`config.mk`:
```
export PLATFORM = sky130hd
export DESIGN_NAME = irq_ctrl
export DESIGN_NICKNAME = d
export VERILOG_FILES = /design/src/rtl/irq_ctrl.sv
export SDC_FILE = /design/constraint.sdc
export NUM_CORES = 1
export LEC_CHECK = 0
export ABC_AREA = 1
export CORE_AREA = 2 2 66 62
export CTS_CLUSTER_DIAMETER = 30
export CTS_CLUSTER_SIZE = 30
export DETAILED_ROUTE_END_ITERATION = 8
export DIE_AREA = 0 0 68 64
export GPL_TIMING_DRIVEN = 0
export PLACE_DENSITY = 0.82
export SLEW_MARGIN = 20
export SYNTH_ARGS = -nofsm -noshare
export SYNTH_HDL_FRONTEND = slang
export SYNTH_SLANG_ARGS = --single-unit
export TNS_END_PERCENT = 50
```
`constraint.sdc`:
```
create_clock -name clk -period 2.6 [get_ports clk]
set_input_delay 0.65 -clock clk [delete_from_list [all_inputs] [get_ports clk]]
set_output_delay 0.65 -clock clk [all_outputs]
set_load 0.02 [all_outputs]
```
`src/rtl/irq_ctrl.sv`:
```
// irq_ctrl: edge-latched, maskable interrupt controller with ack timeout and EOI handshake
module irq_ctrl #(
   parameter int NSRC        = 4,
   parameter int ACK_TIMEOUT = 255
) (
   input  logic            clk,
   input  logic            reset,
   input  logic [NSRC-1:0] src_req,
   input  logic            cpu_kernel,
   input  logic            bus_rd,
   input  logic            bus_wr,
   input  logic [1:0]      bus_addr,
   input  logic [31:0]     bus_wdata,
   output logic [31:0]     bus_rdata,
   output logic            irq,
   output logic [1:0]      irq_id
);
   typedef enum logic [1:0] {IDLE = 2'd0, ASSERT = 2'd1, SERVICE = 2'd2} state_t;
   state_t state, state_n;
   logic [NSRC-1:0] src_q, pend, mask, elig, rise, clr;
   logic [1:0] pick;
   logic [7:0] cnt;
   logic wr_pend, wr_mask, wr_eoi, start, ack;
   logic unused_wdata;
   assign unused_wdata = &{1'b0, bus_wdata[31:NSRC]};
   assign rise    = src_req & ~src_q;
   assign elig    = pend & mask;
   assign wr_pend = bus_wr && bus_addr == 2'd0;
   assign wr_mask = bus_wr && bus_addr == 2'd1;
   assign wr_eoi  = bus_wr && bus_addr == 2'd3;
   assign irq     = state == ASSERT;
   assign clr     = (wr_pend ? bus_wdata[NSRC-1:0] : '0) | (ack ? NSRC'(1) << irq_id : '0);
   // lowest eligible index wins arbitration
   always_comb begin
      pick = '0;
      for (int i = NSRC - 1; i >= 0; i--) if (elig[i]) pick = 2'(i);
   end
   // next-state logic; start marks a new assertion, ack marks CPU entry
   always_comb begin
      state_n = state;
      start   = 1'b0;
      ack     = 1'b0;
      case (state)
         IDLE: if (|elig && !cpu_kernel) begin
            state_n = ASSERT;
            start   = 1'b1;
         end
         ASSERT: if (cpu_kernel) begin
            state_n = SERVICE;
            ack     = 1'b1;
         end else if (!mask[irq_id] || cnt == 8'(ACK_TIMEOUT - 1)) state_n = IDLE;
         SERVICE: if (wr_eoi) state_n = IDLE;
         default: state_n = IDLE;
      endcase
   end
   // FSM state register
   always_ff @(posedge clk) state <= reset ? IDLE : state_n;
   // pending/mask/id/timeout state; a same-cycle rising edge beats any clear
   always_ff @(posedge clk) begin
      if (reset) begin
         src_q  <= '0;
         pend   <= '0;
         mask   <= '0;
         irq_id <= '0;
         cnt    <= '0;
      end else begin
         src_q  <= src_req;
         pend   <= (pend & ~clr) | rise;
         mask   <= wr_mask ? bus_wdata[NSRC-1:0] : mask;
         irq_id <= start ? pick : irq_id;
         cnt    <= start ? 8'd0 : (state == ASSERT && cnt != 8'(ACK_TIMEOUT)) ? cnt + 8'd1 : cnt;
      end
   end
   // register read mux, zero when not reading
   always_comb begin
      bus_rdata = !bus_rd            ? 32'd0 :
                  bus_addr == 2'd0   ? {{(32-NSRC){1'b0}}, pend} :
                  bus_addr == 2'd1   ? {{(32-NSRC){1'b0}}, mask} :
                  bus_addr == 2'd2   ? {state, 28'd0, irq_id} : 32'd0;
   end
endmodule

```
# After elaboration in Yosys (flattened, before gate mapping)

Cells that the tools add are included.

Flip-flop bits (word level): 24
Bits of input ports: 43
Output and inout bits: 35
Logic and storage cells: 60

Add/subtract/negate cells: 1
$lt $le $gt $ge: 1
Equality and inequality tests: 10
Shift operators: 1
Mux-type cells: 21
Bitwise logic cells: 7
Reduce and logical (&&, ||, !) cells: 13

Operator list:

| operator                                               | count |
|---|---|
| two-way mux 32 bit                                     | 4 |
| two-way mux 2 bit                                      | 8 |
| bitwise AND 4 bit                                      | 3 |
| adder 8 x 1 -> 8 bit (second input constant)           | 1 |
| == test 8 bit (second input constant)                  | 1 |
| two-way mux 4 bit                                      | 2 |
| inequality test 8 bit (second input constant)          | 1 |
| inverter 4 bit                                         | 2 |
| OR 4 bit                                               | 2 |
| == test 2 bit (second input constant)                  | 3 |
| case mux 2 bit (3 select lines)                        | 1 |
| logical AND 1 bit                                      | 5 |
| two-way mux 1 bit                                      | 5 |
| == test 2 x 1 -> 1 bit (second input constant)         | 2 |
| zero test 2 bit                                        | 2 |
| inequality test 2 bit (second input constant)          | 2 |
| OR reduction 4 bit                                     | 1 |
| << shifter 1 x 2 -> 4 bit (first input constant)       | 1 |
| < comparator 2 x 3 -> 1 bit (second input constant)    | 1 |
| inequality test 3 x 2 -> 1 bit (second input constant) | 1 |
| AND reduction 3 bit                                    | 1 |
| binary-select mux 1 bit (select 2 bit)                 | 1 |
| zero test 1 bit                                        | 2 |
| OR reduction 2 bit                                     | 1 |
| logical OR 1 bit                                       | 1 |

# Longest topological paths before layout

Depth in word-level cells: 7
Gate-level depth with buffers: 8
Depth with buffers taken out: 8

# Worst setup path after synthesis

No wires, ideal clock.

Path type: in2out
Start: in bus_addr[0]
End: out bus_rdata[2]
Data arrival time: 1345 ps
Required time: 1950 ps
Path slack: 605 ps
Stages: 4
Buffers on the path: 0
Cell sequence: inv_1 nor2_2 nand2_1 a21oi_1

Cells in the longest elaborated chain, start to end: 4
Elaborated cells on any way between the ends: 5
Classes of those cells: 1 x eq/ne; 3 x mux; 1 x reduce/logical

RTL lines:

| what                   | RTL line | RTL |
|---|---|---|
| from (decl)            | 12       | `input logic [1:0] bus_addr,` |
| == test 2 x 1 -> 1 bit | 78       | `bus_addr == 2'd1 ? {{(32-NSRC){1'b0}}, mask} :` |
| two-way mux 32 bit     | 78       |  |
| two-way mux 32 bit (*) | 77       | `bus_addr == 2'd0 ? {{(32-NSRC){1'b0}}, pend} :` |
| two-way mux 32 bit (*) | 76       | `bus_rdata = !bus_rd ? 32'd0 :` |
| to (decl)              | 14       | `output logic [31:0] bus_rdata,` |

Every way passes the cells marked *; elsewhere a longest branch is shown, timed or not.

# Worst setup path in the final report

Start: in bus_addr[0]
End: out bus_rdata[30]

Cells in the longest elaborated chain, start to end: 5
Elaborated cells on any way between the ends: 7
Classes of those cells: 2 x eq/ne; 4 x mux; 1 x reduce/logical

RTL lines:

| what                   | RTL line | RTL |
|---|---|---|
| == test 2 bit          | 79       | `bus_addr == 2'd2 ? {state, 28'd0, irq_id} : 32'd0;` |
| two-way mux 32 bit     | 79       |  |
| two-way mux 32 bit     | 78       |  |
| two-way mux 32 bit (*) | 77       |  |
| two-way mux 32 bit (*) | 76       |  |

Marked as above.

==> run summary <==
outcome: finished, final reports clean
proportion of layout cells with a drive suffix above 1: 17.8%
CTS Hold Buffers Added: 0
TritonCTS Buffers: 3
CTS tree: yes
number of detailed-route iterations in the first pass: 4
worst hold-check slack: 0.424 ns
Final setup violation count: 0
estimated wirelength of the detail-placed design: 2360 µm
most common cell after layout, fill and taps aside: sky130_fd_sc_hd__nand2_1
proportion of power drawn by flip-flops and latches: 45.6%
number of routed nets with antenna violations: 0
static leakage power: 0.000915 µW
relative area change from synthesis to final layout: 29.9%
Max Cap Violations: 0
GRT Total Usage: 14.4%
count of routing violations after the opening detailed-route iteration: 67
Max Slew Vio Count: 0
final setup skew: 0.00602 ns
netlist area before placement: 0.00148 mm²
Required @ worst endpoint: 1.95 ns
Clock power frac: 38.2%
port bufs: 23
die height: 64 µm
internal power contribution: 646 µW
highest-count cells in the layout ignoring fill and taps: sky130_fd_sc_hd__nand2_1, sky130_fd_sc_hd__inv_1, sky130_fd_sc_hd__buf_4, sky130_fd_sc_hd__conb_1, sky130_fd_sc_hd__dfxtp_1
total global routing overflow: 0
area of the core: 0.00363 mm²
antenna diode instance count: 0
Hold Fails Final Rpt: 0
unrepaired setup endpoints after global routing: false
Worst-Skew Late Latency: 0.27 ns
clock-pin slew of the registers on the worst-case setup and hold paths: 0.09 ns
via total after detailed routing: 1,412
DRC errors left: 0
share of the core filled with cells in the final layout: 52.9%
switching power: 208 µW
Worst EP arrival: 1.79 ns
Setup CP Type: input port to output port
final WL: 3000 µm
final estimated routing congestion in global placement: 0.892
Starting Density: 40.8%
proportion of netlist area held by the largest area contributor: 32.5%
nets: 321
maximum number of pins on one net before global-route repair: 15
top cells by area in the synthesized netlist: sky130_fd_sc_hd__dfxtp_1, sky130_fd_sc_hd__nand2_1, sky130_fd_sc_hd__buf_4, sky130_fd_sc_hd__inv_1, sky130_fd_sc_hd__nand3_1
CTS Sinks: 24
depth of the CTS H-tree: 1
Period Utilization, post-route: 93.8%
number of top-level pins: 78
maximum clock insertion buffer count: 2
worst min path class: flop to flop
top achievable clock speed: 410 MHz
post-DR wirelength/cell: 9.36 µm
crit path launch type: input port
number of antenna violations at the first check in global routing: 0
Cells after Synth: 222
power density over cell area: 445 mW/mm²
floorplan die width: 68 µm
post-synthesis cell type with the largest combined area: sky130_fd_sc_hd__dfxtp_1
vias in the first global route: 1,183
Final Critical Period: 2.44 ns
average vias per placed instance: 4.40
count of state elements after synthesis: 24
Max FO, Critical Path: 4
per-instance average area after synthesis: 6.66 µm²
switching part of the total: 24.4%
number of cell rows: 21
count of different cell masters after synthesis: 21
kind of capture point of the worst setup path: output port
Worst VDD drop: 242 µV
Yosys warnings: 0
clock tree root buffer cell: sky130_fd_sc_hd__clkbuf_8
die area: 0.00435 mm²
fraction of the yosys area taken by sequential cells: 32.5%
first-pass GRT wire length: 4910 µm
combinational group share of total power: 16.3%
-- routing by layer --
layer	up-vias	global-route usage [%]	part of all wire, %	routed length, µm
li1	755	-	-	-
met1	594	17.8	44	1310
met2	59	24.9	46	1370
met3	4	1.94	8.9	267
met4	0	5.25	1.6	49
met5	-	0	0	0
-- stage by stage --
| step | setup WS (ns) | instances | cell area [µm²] | setup TNS, ns | total power, µW |
|---|---|---|---|---|---|
| floorplan | 0.605 | 247 | 1570 | 0 | 494 |
| detailed placement | -0.447 | 316 | 1860 | -2.18 | 535 |
| finish | 0.161 | 321 | 1920 | 0 | 854 |
| global placement | -0.407 | 316 | 1860 | -2.01 | 533 |
| CTS | 0.00897 | 321 | 1940 | 0 | 863 |
| global route | 0.0323 | 321 | 1920 | 0 | 889 |
-- state kept, by name, indices dropped and copies added, names as in the netlist --
| signal | cells |
|---|---|
| cnt | 8 |
| irq_id | 2 |
| mask | 4 |
| pend | 4 |
| src_q | 4 |
| state | 2 |
-- final cells by class --
class / count / area (µm²)
fill: 343 / 1710
clock buffer: 3 / 41.3
sequential: 24 / 480
multi-input combinational: 165 / 779
inverter: 31 / 116
timing repair buffer: 24 / 214
tap: 46 / 57.6
clock inverter: 1 / 30.0
buffer: 27 / 200
-- repair_timing --
action | CTS | global route
pin swaps | 1 | 1
gates resized for setup | 15 | 6
buffers inserted | 1 | 0
setup endpoints to repair | 6 | 4
-- power by group through the flow --
stage                     registers [µW]  clock network [µW]  logic (µW)
after floorplan                      395                   0        99.0
after global placement               397                   0         136
after detailed placement             397                   0         137
after CTS                            389                 336         138
after global routing                 390                 346         153
final                                389                 326         139
-- logic make-up (layout without fill, tap and decap cells) --
group / after synthesis / in the layout / share of synthesized area, %
XOR/XNOR: 3 / 3 / 1.78
buffers and inverters: 58 / 86 / 21.4
other: 1 / 26 / 0.254
adder cells (fa/ha/maj): 2 / 2 / 1.69
AO/OA/AOI/OAI: 24 / 24 / 8.47
AND/OR/NAND/NOR: 110 / 110 / 33.9
flip-flops: 24 / 24 / 32.5
-- critical path, stage by stage --
cell                              delay (ns)
sky130_fd_sc_hd__clkdlybuf4s50_1        0.45
sky130_fd_sc_hd__nor2_1                 0.12
sky130_fd_sc_hd__inv_1                  0.08
sky130_fd_sc_hd__nor3_1                 0.13
sky130_fd_sc_hd__dlygate4sd2_1          0.36
-- synthesized netlist by cell type (all sizes together) --
master / n
nand4: 6
o21ai: 6
ha: 2
inv: 31
buf: 27
nor2: 13
nand2: 67
nor3: 2
o211ai: 2
conb: 1
dfxtp: 24
a21oi: 16
xor2: 3
nand3: 22
-- final timing paths --
path                       startpoint             endpoint  slack, ns  depth (start not counted)
setup / recovery          bus_addr[0]        bus_rdata[30]       0.16                          5
hold / removal    src_q[3]$_SDFF_PP0_   pend[3]$_SDFF_PP0_       0.42                          1
setup reg to reg  cnt[0]$_SDFFE_PP0P_  cnt[3]$_SDFFE_PP0P_       1.24                          8
hold reg to reg   src_q[3]$_SDFF_PP0_   pend[3]$_SDFF_PP0_       0.42                          1
Note: power is estimated with default switching activity, not from simulation.
